<file path="src/rtl/out_port_arbiter_if.sv">
// Signal bundle between the per-input packet senders and the output-port arbiter.
// The slave side is the arbiter; the master side is the sender/sink environment.
interface out_port_arbiter_if #(
    parameter int NREQ   = 4,
    parameter int UWIDTH = 8
);
    logic [NREQ-1:0]        req;
    logic [NREQ-1:0]        pkt_valid;
    logic [NREQ*UWIDTH-1:0] pkt_data;
    logic [NREQ-1:0]        gnt;
    logic                   out_valid;
    logic [UWIDTH-1:0]      out_data;
    logic                   out_sop;
    logic                   out_eop;
    logic                   out_err;
    logic                   busy;

    modport master (
        output req, pkt_valid, pkt_data,
        input  gnt, out_valid, out_data, out_sop, out_eop, out_err, busy
    );

    modport slave (
        input  req, pkt_valid, pkt_data,
        output gnt, out_valid, out_data, out_sop, out_eop, out_err, busy
    );
endinterface

</file>
<file path="src/rtl/out_port_arbiter.sv">
// Round-robin arbiter sharing one output link among NREQ packet senders, one whole packet per grant.
// Optional macro ARB_TIMEOUT_EN aborts a grant whose SRC byte does not arrive within TIMEOUT cycles.
//
// state | meaning
// IDLE  | no grant, arbitrating every cycle
// GRANT | grant held, waiting for the SRC byte
// XFER  | forwarding DST, SIZE, data and CRC bytes
// GAP   | one dead cycle after a packet, arbitrating
module out_port_arbiter #(
    parameter int NREQ      = 4,
    parameter int UWIDTH    = 8,
    parameter int SIZE_BITS = 3,
    parameter int TIMEOUT   = 15
) (
    input logic               clk,
    input logic               rst,
    out_port_arbiter_if.slave bus
);
    localparam int PTR_W = $clog2(NREQ);
    localparam int PW1   = PTR_W + 1;
    localparam int CNT_W = SIZE_BITS + 1;

    if (NREQ < 2 || NREQ > 8 || SIZE_BITS < 2 || SIZE_BITS > UWIDTH || TIMEOUT < 1) begin : g_bad_param
        $error("out_port_arbiter: unsupported parameter set");
    end

    typedef enum logic [1:0] {S_IDLE, S_GRANT, S_XFER, S_GAP} state_t;

    state_t               state, state_nxt;
    logic [PTR_W-1:0]     ptr, ptr_nxt;
    logic [NREQ-1:0]      gnt, gnt_nxt;
    logic [CNT_W-1:0]     cnt, cnt_nxt;
    logic [SIZE_BITS-1:0] size, size_nxt;
    logic                 ov, ov_nxt, sop, sop_nxt, eop, eop_nxt, err, err_nxt;
    logic [UWIDTH-1:0]    od, od_nxt;

    logic                 arb_hit;
    logic [PTR_W-1:0]     arb_idx;
    logic [PTR_W:0]       cand;
    logic                 sel_valid;
    logic [UWIDTH-1:0]    sel_data;
    logic                 is_crc;

`ifdef ARB_TIMEOUT_EN
    localparam int TMR_W = $clog2(TIMEOUT + 1);
    logic [TMR_W-1:0]     tmr, tmr_nxt;
`endif

    // first requester at or above ptr, wrapping
    always_comb begin
        arb_hit = 1'b0;
        arb_idx = '0;
        cand    = '0;
        for (int i = 0; i < NREQ; i++) begin
            cand = {1'b0, ptr} + PW1'(i);
            if (cand >= PW1'(NREQ)) cand = cand - PW1'(NREQ);
            if (!arb_hit && bus.req[cand[PTR_W-1:0]]) begin
                arb_hit = 1'b1;
                arb_idx = cand[PTR_W-1:0];
            end
        end
    end

    always_comb begin
        sel_data = '0;
        for (int i = 0; i < NREQ; i++)
            sel_data = sel_data | (bus.pkt_data[i*UWIDTH +: UWIDTH] & {UWIDTH{gnt[i]}});
    end

    assign sel_valid = |(gnt & bus.pkt_valid);
    assign is_crc    = (cnt == ({1'b0, size} + CNT_W'(3)));

    always_comb begin
        state_nxt = state;
        ptr_nxt   = ptr;
        gnt_nxt   = gnt;
        cnt_nxt   = cnt;
        size_nxt  = size;
        ov_nxt    = 1'b0;
        od_nxt    = '0;
        sop_nxt   = 1'b0;
        eop_nxt   = 1'b0;
        err_nxt   = 1'b0;
`ifdef ARB_TIMEOUT_EN
        tmr_nxt   = tmr;
`endif
        case (state)
            S_IDLE, S_GAP: begin
                gnt_nxt   = '0;
                state_nxt = S_IDLE;
                if (arb_hit) begin
                    gnt_nxt[arb_idx] = 1'b1;
                    ptr_nxt   = (arb_idx == PTR_W'(NREQ - 1)) ? '0 : arb_idx + PTR_W'(1);
                    state_nxt = S_GRANT;
`ifdef ARB_TIMEOUT_EN
                    tmr_nxt   = TMR_W'(TIMEOUT);
`endif
                end
            end
            S_GRANT: begin
                if (sel_valid) begin
                    ov_nxt    = 1'b1;
                    od_nxt    = sel_data;
                    sop_nxt   = 1'b1;
                    cnt_nxt   = CNT_W'(1);
                    state_nxt = S_XFER;
                end
`ifdef ARB_TIMEOUT_EN
                else if (tmr <= TMR_W'(1)) begin
                    err_nxt   = 1'b1;
                    gnt_nxt   = '0;
                    state_nxt = S_GAP;
                end else begin
                    tmr_nxt   = tmr - TMR_W'(1);
                end
`endif
            end
            S_XFER: begin
                if (sel_valid) begin
                    ov_nxt  = 1'b1;
                    od_nxt  = sel_data;
                    cnt_nxt = cnt + CNT_W'(1);
                    if (cnt == CNT_W'(2)) size_nxt = sel_data[SIZE_BITS-1:0];
                    // size is already registered by index 3, the earliest possible CRC
                    if (is_crc) begin
                        eop_nxt   = 1'b1;
                        gnt_nxt   = '0;
                        cnt_nxt   = '0;
                        state_nxt = S_GAP;
                    end
                end else begin
                    err_nxt   = 1'b1;
                    gnt_nxt   = '0;
                    cnt_nxt   = '0;
                    state_nxt = S_GAP;
                end
            end
            default: begin
                gnt_nxt   = '0;
                state_nxt = S_IDLE;
            end
        endcase
    end

    always_ff @(posedge clk) begin
        if (!rst) begin
            state <= S_IDLE;
            ptr   <= '0;
            gnt   <= '0;
            cnt   <= '0;
            size  <= '0;
            ov    <= 1'b0;
            od    <= '0;
            sop   <= 1'b0;
            eop   <= 1'b0;
            err   <= 1'b0;
`ifdef ARB_TIMEOUT_EN
            tmr   <= '0;
`endif
        end else begin
            state <= state_nxt;
            ptr   <= ptr_nxt;
            gnt   <= gnt_nxt;
            cnt   <= cnt_nxt;
            size  <= size_nxt;
            ov    <= ov_nxt;
            od    <= od_nxt;
            sop   <= sop_nxt;
            eop   <= eop_nxt;
            err   <= err_nxt;
`ifdef ARB_TIMEOUT_EN
            tmr   <= tmr_nxt;
`endif
        end
    end

    assign bus.gnt       = gnt;
    assign bus.out_valid = ov;
    assign bus.out_data  = od;
    assign bus.out_sop   = sop;
    assign bus.out_eop   = eop;
    assign bus.out_err   = err;
    assign bus.busy      = (state != S_IDLE);
endmodule

</file>
<file path="src/flat_wrapper.sv">
// flat-port wrapper written by rule: the top's interface ports become plain ports
module out_port_arbiter_flat 
#(
    parameter int NREQ      = 4,
    parameter int UWIDTH    = 8,
    parameter int SIZE_BITS = 3,
    parameter int TIMEOUT   = 15
)
  (clk, rst, bus_req, bus_pkt_valid, bus_pkt_data, bus_gnt, bus_out_valid, bus_out_data, bus_out_sop, bus_out_eop, bus_out_err, bus_busy);
  out_port_arbiter_if #(.NREQ(NREQ), .UWIDTH(UWIDTH)) bus_i ();
  input logic clk;
  input logic rst;
  input wire logic [$bits(bus_i.req)-1:0] bus_req;
  input wire logic [$bits(bus_i.pkt_valid)-1:0] bus_pkt_valid;
  input wire logic [$bits(bus_i.pkt_data)-1:0] bus_pkt_data;
  output wire logic [$bits(bus_i.gnt)-1:0] bus_gnt;
  output wire logic [$bits(bus_i.out_valid)-1:0] bus_out_valid;
  output wire logic [$bits(bus_i.out_data)-1:0] bus_out_data;
  output wire logic [$bits(bus_i.out_sop)-1:0] bus_out_sop;
  output wire logic [$bits(bus_i.out_eop)-1:0] bus_out_eop;
  output wire logic [$bits(bus_i.out_err)-1:0] bus_out_err;
  output wire logic [$bits(bus_i.busy)-1:0] bus_busy;
  assign bus_i.req = bus_req;
  assign bus_i.pkt_valid = bus_pkt_valid;
  assign bus_i.pkt_data = bus_pkt_data;
  assign bus_gnt = bus_i.gnt;
  assign bus_out_valid = bus_i.out_valid;
  assign bus_out_data = bus_i.out_data;
  assign bus_out_sop = bus_i.out_sop;
  assign bus_out_eop = bus_i.out_eop;
  assign bus_out_err = bus_i.out_err;
  assign bus_busy = bus_i.busy;
  out_port_arbiter #(.NREQ(NREQ), .UWIDTH(UWIDTH), .SIZE_BITS(SIZE_BITS), .TIMEOUT(TIMEOUT)) u_core (.clk(clk), .rst(rst), .bus(bus_i));
endmodule
</file>
<file path="config.mk">
export PLATFORM = sky130hd
export DESIGN_NAME = out_port_arbiter_flat
export DESIGN_NICKNAME = d
export VERILOG_FILES = /design/src/rtl/out_port_arbiter_if.sv /design/src/rtl/out_port_arbiter.sv /design/src/flat_wrapper.sv
export SDC_FILE = /design/constraint.sdc
export NUM_CORES = 1
export LEC_CHECK = 0
export CELL_PAD_IN_SITES_DETAIL_PLACEMENT = 0
export CELL_PAD_IN_SITES_GLOBAL_PLACEMENT = 1
export CORE_MARGIN = 1.5
export CORE_UTILIZATION = 33
export DETAILED_ROUTE_END_ITERATION = 16
export HOLD_SLACK_MARGIN = 0.03
export PLACE_DENSITY_LB_ADDON = 0.08
export SYNTH_ARGS = -nofsm -noshare
export SYNTH_HDL_FRONTEND = slang
export SYNTH_SLANG_ARGS = --single-unit
</file>
<file path="constraint.sdc">
create_clock -name clk -period 6 [get_ports clk]
set_clock_uncertainty 0.2 [all_clocks]
set_input_delay 1.5 -clock clk [delete_from_list [all_inputs] [get_ports clk]]
set_output_delay 1.5 -clock clk [all_outputs]
set_load 0.01 [all_outputs]
</file>
# After elaboration in Yosys (flattened, before gate mapping)
# Index checks and enable logic that the tools add are counted.
[word_totals]
register_bits = 27
input_bits = 42
wordCells = 109
[classes]
n_addsub = 10
n_lt_le_gt_ge = 10
n_eq_ne = 8
mux = 39
n_bitwise = 8
n_reduce_logical = 24
[op_table]
columns = ["op", "n"]
rows = [
  ["bitwise AND 8 bit", 4],
  ["2-to-1 mux 2 bit", 12],
  ["2-to-1 mux 4 bit", 6],
  ["OR 8 bit", 3],
  ["case mux 4 bit (2 select lines)", 2],
  ["< comparator 2 x 3 -> 1 bit (second input constant)", 5],
  ["AND reduction 2 bit", 7],
  ["2-to-1 mux 1 bit", 13],
  ["greater-or-equal comparator 3 bit (second input constant)", 3],
  ["AND reduction 3 bit", 3],
  ["binary-select mux 1 bit (select 2 bit)", 4],
  ["subtractor 2 x 1 -> 2 bit (second input constant)", 4],
  ["adder 2 x 2 -> 3 bit (second input constant)", 2],
  ["== test 2 bit (second input constant)", 3],
  ["case mux 2 bit (3 select lines)", 1],
  ["nonzero test 2 bit", 3],
  ["adder 3 x 2 -> 4 bit (second input constant)", 1],
  ["adder 4 x 1 -> 4 bit (second input constant)", 1],
  ["bitwise AND 4 bit", 1],
  ["== test 4 x 2 -> 1 bit (second input constant)", 1],
  ["== test 4 bit", 1],
  ["logical AND 1 bit", 4],
  ["OR reduction 2 bit", 2],
  ["OR reduction 4 bit", 1],
  ["10 further kinds", 12],
]

# Longest topological paths before layout
# Gate-level depths: netlist of the first run.
[logic_depth]
word_depth = 20
ltp_mapped = 8
ltp_nobuf = 8

# Least setup slack after synthesis of the first run
# No wires, ideal clock.
[synth_path]
path_type = "input -> register"
start = "input bus_req[0]"
end = "register u_core.gnt[0], in the netlist u_core.bus.gnt[0]"
setup_time_ns = 0.125
arrival_time_ns = 2.862
setup_slack_ns = 2.813
path_stages = 8
path_cell_list = "nor2b_1 -> a21oi_1 -> nor2_1 -> a221o_1 -> or2_2 -> ha_1 -> a221oi_1 -> nor3_1"
[synth_via]
elab_chain_len = 18
[synth_rtl]
columns = ["element", "line_no", "rtl"]
rows = [
  ["from (decl)", "flat_wrapper.sv:13", "input wire logic [$bits(bus_i.req)-1:0] bus_req;"],
  ["binary-select mux 1 bit (select 2 bit)", "out_port_arbiter.sv:57", "if (!arb_hit && bus.req[cand[PTR_W-1:0]]) begin"],
  ["2-to-1 mux 1 bit (not written as such)", "out_port_arbiter.sv:57", ""],
  ["2-to-1 mux 1 bit", "out_port_arbiter.sv:57", ""],
  ["zero test 1 bit", "out_port_arbiter.sv:57", ""],
  ["logical AND 1 bit", "out_port_arbiter.sv:57", ""],
  ["2-to-1 mux 1 bit", "out_port_arbiter.sv:57", ""],
  ["zero test 1 bit", "out_port_arbiter.sv:57", ""],
  ["logical AND 1 bit", "out_port_arbiter.sv:57", ""],
  ["[2 not listed]", "-", ""],
  ["logical AND 1 bit", "out_port_arbiter.sv:57", ""],
  ["2-to-1 mux 2 bit", "out_port_arbiter.sv:57", ""],
  ["< comparator 2 x 3 -> 1 bit (not written as such) / greater-or-equal comparator 2 x 1 -> 1 bit (equally long branches)", "out_port_arbiter.sv:92", "gnt_nxt[arb_idx] = 1'b1;"],
  ["logical AND 1 bit (not written as such)", "out_port_arbiter.sv:92", ""],
  ["2-to-1 mux 1 bit (not written as such)", "out_port_arbiter.sv:92", ""],
  ["demux 1 bit (select 2 bit)", "-", ""],
  ["2-to-1 mux 4 bit (*)", "out_port_arbiter.sv:91", "if (arb_hit) begin"],
  ["case mux 4 bit (2 select lines) (*)", "out_port_arbiter.sv:87", "case (state)"],
  ["to (signal assigned)", "out_port_arbiter.sv:163", "gnt <= gnt_nxt;"],
  ["to (decl)", "out_port_arbiter.sv:31", "logic [NREQ-1:0] gnt, gnt_nxt;"],
]
# Mark *: on every way between the ends. The rest lies on a longest branch, timed or not. The select of a mux whose other input is x is not followed.
# A chain may end at the register's enable or synchronous reset.

# Worst setup path after layout of the first run
[layout_path]
start = "input bus_req[0]"
end = "register u_core.gnt[2], in the netlist u_core.bus.gnt[2]"
# Same word-level chain as after synthesis.

==> out/metrics.yaml, run 1 <==
status:
  outcome: "finished, final reports clean"
synth:
  synth-adder-area-share: 0.0842
  ys_seq_area_frac: 0.364
  muxShareOfSynthArea: 0.0135
  synth_compound_gate_area_share: 0.292
  synthSimpleGateAreaFrac: 0.164
  synth_cell_types: 40
  syn_area_per_cell_sq_um: 8.54
  synth_xor_area_frac: 0.0177
  yosys_register_bits: 27
  synth_top_family_by_area: "compound AO/OA/AOI/OAI gates"
  synthFlopType: "dfxtp_1"
  synth_edf_count: 0
  synthesis.nets: 226
  ys.warnings.count: 0
  async_flop_share: 0
  syn_inst: 174
  netlist_area_sq_mm: 0.00149
timing:
  setup_tns_ns: 0
  max-slew-margin-rel: 0.607
  fmax_mhz: 282
  finalCriticalPeriod_ns: 3.55
  slew_violations: 0
  tightestPinTransition_ns: 0.585
  finalSetupViolations: 0
  final.period_utilization: 0.591
  rsz0062_at_grt: "false"
  hold_viol_final: 0
finish:
  fin_cells: 280
  antenna_cells: 0
  nFillCells: 420
  drive_gt1_frac: 0.0570
  multi_input_area_sq_um: 850
  syn2layout_area_growth_pct: 43.5
  finalNetCount: 281
  seqCellArea_sq_um: 541
routing:
  drcViolationCount: 0
  drt_wl_total_um: 4180
  drtPass1Iterations: 4
  ant_nets: 0
  vias_per_cell: 5.31
  drt-initial-drc-count: 65
  vias: 1488
  wl_per_cell_um: 14.9
clock_network:
  clk-insertion-delay-late_ns: 0.27
  h-tree-depth: 1
  numCtsBuffers: 3
  cts_setup_buffers: 0
  cts.reportedPaths.clkPinSlew_ns: 0.09
  post_cts_resized: 0
  cts.path.max_buffers: 2
  cts_tree: "done"
  cts_hold_buf: 0
  clockRootBuffer: "clkbuf_8"
  cts_sinks: 27
setup_path:
  path_class: "primary input to flip-flop"
  crit_fanout: 4
  required_ns: 5.96
  cp-start-kind: "primary input"
  arrival_ns: 3.51
  ff2ff_path_depth: 8
  cp-end-kind: "flip-flop"
floorplanning:
  num_rows: 24
  fp.coreArea_sq_mm: 0.00435
  die_x_um: 70.1
  start_util: 0.341
  fp.dieH_um: 70.1
  die_area_sq_mm: 0.00491
  io_pins: 59
placed_design:
  numPortBuffers: 58
  dp_hpwl_um: 3120
  place_congestion: 0.766
  dp_cells: 276
run:
  cap_violations: 0
global_routing:
  grt_max_degree: 16
  grt_usage: 0.174
  overflow: 0
  grt_pass1_vias: 1509
  antenna_found_initial: 0
  grt_pass1_wl_um: 6980
power_and_ir_drop:
  p_per_area_mw_per_mm2: 272
  ir_worst_vdd_uv: 175
  power.leakage_uw: 0.000804
hold_path:
  hold_class: "flip-flop to flip-flop"
  holdPathStages: 2
==> logic make-up after synthesis <==
group           Yosys count
compound gates           61
xor+xnor                  3
fa+ha+maj                10
buf+inv                  21
flops                    27
mux                       2
simple gates             50
==> synthesized netlist by cell type (all sizes together) (2+ instances only) <==
library cell | instances | share of area
a22oi | 18 | 0.091
inv | 12 | 0.030
nand3 | 5 | 0.020
a211oi | 3 | 0.019
dfxtp | 27 | 0.36
nor2b | 4 | 0.017
a221oi | 4 | 0.024
or2 | 2 | 0.0084
a21oi | 18 | 0.063
buf | 4 | 0.020
xnor2 | 3 | 0.018
ha | 10 | 0.084
nand2 | 15 | 0.038
o21ai | 6 | 0.023
mux2i | 2 | 0.013
nor2 | 14 | 0.035
clkbuf | 4 | 0.011
nor3 | 6 | 0.024
o211a | 2 | 0.013
==> sequential cells by signal, indices dropped and copies added, names as in the netlist <==
signal	flops
u_core.bus.out_eop	1
u_core.size	3
u_core.bus.out_err	1
u_core.cnt	4
u_core.ptr	2
u_core.bus.out_data	8
u_core.bus.gnt	4
u_core.bus.out_valid	1
u_core.state	2
u_core.bus.out_sop	1
==> cell type report <==
class / instances / area share
clock buffer: 3 / 0.0194
clock inverter: 1 / 0.00235
inverter: 13 / 0.0229
multi-input combinational: 126 / 0.399
sequential: 27 / 0.254
tap: 52 / 0.0305
timing repair buffer: 58 / 0.272
==> where the power goes <==
part / switching (uW) / total [uW] / internal [uW]
clock network: 58.5 / 105 / 46.6
registers: 30.7 / 229 / 198
logic: 122 / 246 / 124
total: 212 / 580 / 369
==> stage by stage <==
stage / worst slack (ns) / instance area [sq um] / total power (uW) / hold slack (ns) / utilization
floorplan: 2.81 / 1490 / 392 / 0.251 / -
global placement: 2.26 / 2080 / 469 / 0.262 / 0.479
detailed placement: 2.17 / 2080 / 480 / 0.288 / 0.479
CTS: 2.47 / 2130 / 588 / 0.303 / 0.489
global route: 2.38 / 2130 / 624 / 0.325 / 0.489
finish: 2.45 / 2130 / 580 / 0.300 / 0.489
==> placed cells by master, fill, tap and decap left out, types with 2 or more instances in the layout <==
cell type | netlist | final
nor3_1 | 5 | 5
nor2b_1 | 4 | 4
a22oi_1 | 18 | 18
a211oi_1 | 2 | 2
dfxtp_1 | 27 | 27
or2_2 | 2 | 2
o211a_1 | 2 | 2
a21oi_1 | 17 | 17
nand2_1 | 15 | 15
clkbuf_8 | 0 | 3
inv_1 | 12 | 12
a221oi_1 | 4 | 4
nor2_1 | 14 | 14
clkdlybuf4s50_1 | 0 | 58
xnor2_1 | 3 | 3
ha_1 | 10 | 10
mux2i_1 | 2 | 2
o21ai_0 | 5 | 5
nand3_1 | 4 | 4
==> per-layer routing <==
| layer | global-route usage | vias to the layer above | share of wire |
|---|---|---|---|
| li1 | - | 739 | - |
| met5 | 0 | - | 0 |
| met1 | 0.211 | 697 | 0.45 |
| met4 | 0.0598 | 0 | 0.017 |
| met3 | 0.0361 | 7 | 0.059 |
| met2 | 0.304 | 45 | 0.48 |
==> worst max-delay path, cell delays in order <==
cell             delay [ns]
clkdlybuf4s50_1        0.47
nor2b_1                0.17
a21oi_1                0.12
nor2_1                 0.05
a221o_1                0.29
or2_2                  0.32
ha_1                   0.20
a221oi_1               0.29
nor3_1                 0.09
==> path summary, 6_finish.rpt <==
| path | start | to | slack, ns |
|---|---|---|---|
| min | u_core.state[0]$_SDFFE_PN0P_ | u_core.state[0]$_SDFFE_PN0P_ | 0.30 |
| min reg2reg | u_core.state[0]$_SDFFE_PN0P_ | u_core.state[0]$_SDFFE_PN0P_ | 0.30 |
| max | bus_req[0] | u_core.bus.gnt[2]$_SDFFE_PN0P_ | 2.45 |
| max reg2reg | u_core.ptr[0]$_SDFFE_PN0P_ | u_core.bus.gnt[2]$_SDFFE_PN0P_ | 3.82 |
Note: power is estimated with default switching activity, not from simulation.
==> run 2: changes to the inputs <==
--- a/config.mk
+++ b/config.mk
@@ -8,7 +8,7 @@
 export CELL_PAD_IN_SITES_DETAIL_PLACEMENT = 0
 export CELL_PAD_IN_SITES_GLOBAL_PLACEMENT = 1
 export CORE_MARGIN = 1.5
-export CORE_UTILIZATION = 33
+export CORE_UTILIZATION = 31
 export DETAILED_ROUTE_END_ITERATION = 16
 export HOLD_SLACK_MARGIN = 0.03
 export PLACE_DENSITY_LB_ADDON = 0.08
==> constraint.sdc (replaced) <==
create_clock -name clk -period 3.7 [get_ports clk]
set_clock_uncertainty 0.2 [all_clocks]
set_input_delay 0.925 -clock clk [delete_from_list [all_inputs] [get_ports clk]]
set_output_delay 0.925 -clock clk [all_outputs]
set_load 0.01 [all_outputs]
==> run 2 against run 1 <==
Effect of this change: via count is essentially flat; sequential power is 58% higher; global-route usage fell by 0.43 points; first-iteration DRC count increased by 18%; worst hold slack got worse by 0.014 ns; clock power up 64%; sequential share of layout area fell by 0.34 points.
==> out/metrics.yaml, run 2 (synthesized netlist as in run 1, its figures left out) <==
finish:
  post-route-util: 0.483
  nFillCells: 423
  antenna_cells: 0
  finalNetCount: 285
  drive_gt1_frac: 0.0690
  syn2layout_area_growth_pct: 45.4
  mostFrequentLayoutCell: "clkdlybuf4s50_1"
  largest_reg_flops: 8
  final_cell_mix: "clkdlybuf4s50_1, dfxtp_1, a22oi_1, a21oi_1, nand2_1"
setup_path:
  ff2ff_path_depth: 8
  path_class: "primary input to flip-flop"
  cpPeakStageDelay_ns: 0.56
  cp-start-kind: "primary input"
  cp_slowest_cell: "clkdlybuf4s50_1"
  path_cells: "clkdlybuf4s50_1 -> inv_1 -> a21oi_1 -> nor2_1 -> a221o_1 -> or2_2 -> ha_1 -> a221oi_1 -> nor3_1"
  path_delay_family: "compound AO/OA/AOI/OAI gates"
  required_ns: 3.66
  path_buf_inv: 2
  arrival_ns: 2.95
  cp_num_cells: 9
  crit_fanout: 4
  cp-end-kind: "flip-flop"
clock_network:
  cts.path.max_buffers: 2
  post_cts_resized: 0
  clockRootBuffer: "clkbuf_8"
  cts_hold_buf: 0
  numCtsBuffers: 3
  cts_sinks: 27
  cts_setup_buffers: 0
  clk-insertion-delay-late_ns: 0.28
  cts.reportedPaths.clkPinSlew_ns: 0.09
  h-tree-depth: 1
  cts_tree: "done"
floorplanning:
  fp.dieH_um: 72.2
  io_pins: 59
  die_x_um: 72.2
  fp.coreArea_sq_mm: 0.00447
  num_rows: 24
  die_area_sq_mm: 0.00522
  start_util: 0.332
timing:
  finalCriticalPeriod_ns: 2.99
  tightestPinTransition_ns: 0.498
  finalSetupViolations: 0
  final.period_utilization: 0.808
  fin_ws_ns: 0.709
  slew_violations: 0
  max-slew-margin-rel: 0.666
  setup_tns_ns: 0
  hold_viol_final: 0
  hold_slack_ns: 0.286
  fmax_mhz: 334
  rsz0062_at_grt: "false"
routing:
  drt_wl_total_um: 4270
  drt-initial-drc-count: 77
  wl_per_cell_um: 15.0
  drtPass1Iterations: 4
  drcViolationCount: 0
  ant_nets: 0
  vias_per_cell: 5.24
  vias: 1487
placed_design:
  place_congestion: 0.724
  dp_hpwl_um: 3280
  numPortBuffers: 58
  pre_cts_slack_ns: 0.429
power_and_ir_drop:
  power.total_uw: 949
  p_per_area_mw_per_mm2: 440
  p_sw_uw: 345
  ir_worst_vdd_uv: 321
  clkPwrFrac: 0.181
  power.leakage_uw: 0.000823
  combPwrFrac: 0.438
  seqPwrFrac: 0.381
  switching_share: 0.363
  internal_power_uw: 605
global_routing:
  antenna_found_initial: 0
  grt_pass1_wl_um: 7040
  grt_usage: 0.169
  grt_max_degree: 15
  grt_pass1_vias: 1548
  overflow: 0
status:
  outcome: "finished, final reports clean"
run:
  cap_violations: 0
hold_path:
  hold_class: "flip-flop to flip-flop"
  holdPathStages: 2
-- run 2: cell types whose count changed in the layout (fill, tap and decap cells not counted), sizes merged --
cell	change
clkbuf	+1
buf	+4
clkinv	-1
-- run 2: final cells by class --
cell class,count,area (sq um),area share
sequential,27,541,0.250
tap,52,65.1,0.0301
inverter,13,48.8,0.0226
multi-input combinational,126,850,0.393
clock buffer,4,45.0,0.0209
timing repair buffer,62,611,0.283
-- run 2: through the flow --
step                instances  instance area [sq um]
floorplan                 174                   1490
global placement          280                   2110
detailed placement        280                   2110
CTS                       284                   2160
global route              284                   2160
finish                    284                   2160
-- run 2: path summary, 6_finish.rpt --
check	startpoint	endpoint	slack [ns]
worst max-delay path	bus_req[1]	u_core.bus.gnt[2]$_SDFFE_PN0P_	0.71
worst min register to register	u_core.state[0]$_SDFFE_PN0P_	u_core.state[0]$_SDFFE_PN0P_	0.29
worst min-delay path	u_core.state[0]$_SDFFE_PN0P_	u_core.state[0]$_SDFFE_PN0P_	0.29
worst max register to register	u_core.ptr[0]$_SDFFE_PN0P_	u_core.bus.gnt[2]$_SDFFE_PN0P_	1.54
-- run 2: per-layer routing --
metal	track usage	part of all wire	vias to the layer above
li1	-	-	744
met1	0.196	0.43	691
met2	0.316	0.50	47
met3	0.0292	0.059	5
met4	0.0524	0.011	0
met5	0	0	-
-- run 2: worst reg2reg max path: stages (launching register included) --
cell	delay (ns)
dfxtp_1	0.40
nor2b_1	0.08
a21oi_1	0.13
nor2_1	0.06
a221o_1	0.30
or2_2	0.32
ha_1	0.20
a221oi_1	0.29
nor3_1	0.08
-- run 2: power groups by stage --
| stage | Sequential, uW | Clock [uW] | Combinational [uW] |
|---|---|---|---|
| finish | 362 | 172 | 415 |
| global route | 368 | 190 | 469 |
| CTS | 363 | 178 | 419 |
| detailed placement | 370 | 0 | 415 |
| global placement | 368 | 0 | 400 |
| floorplan | 354 | 0 | 282 |
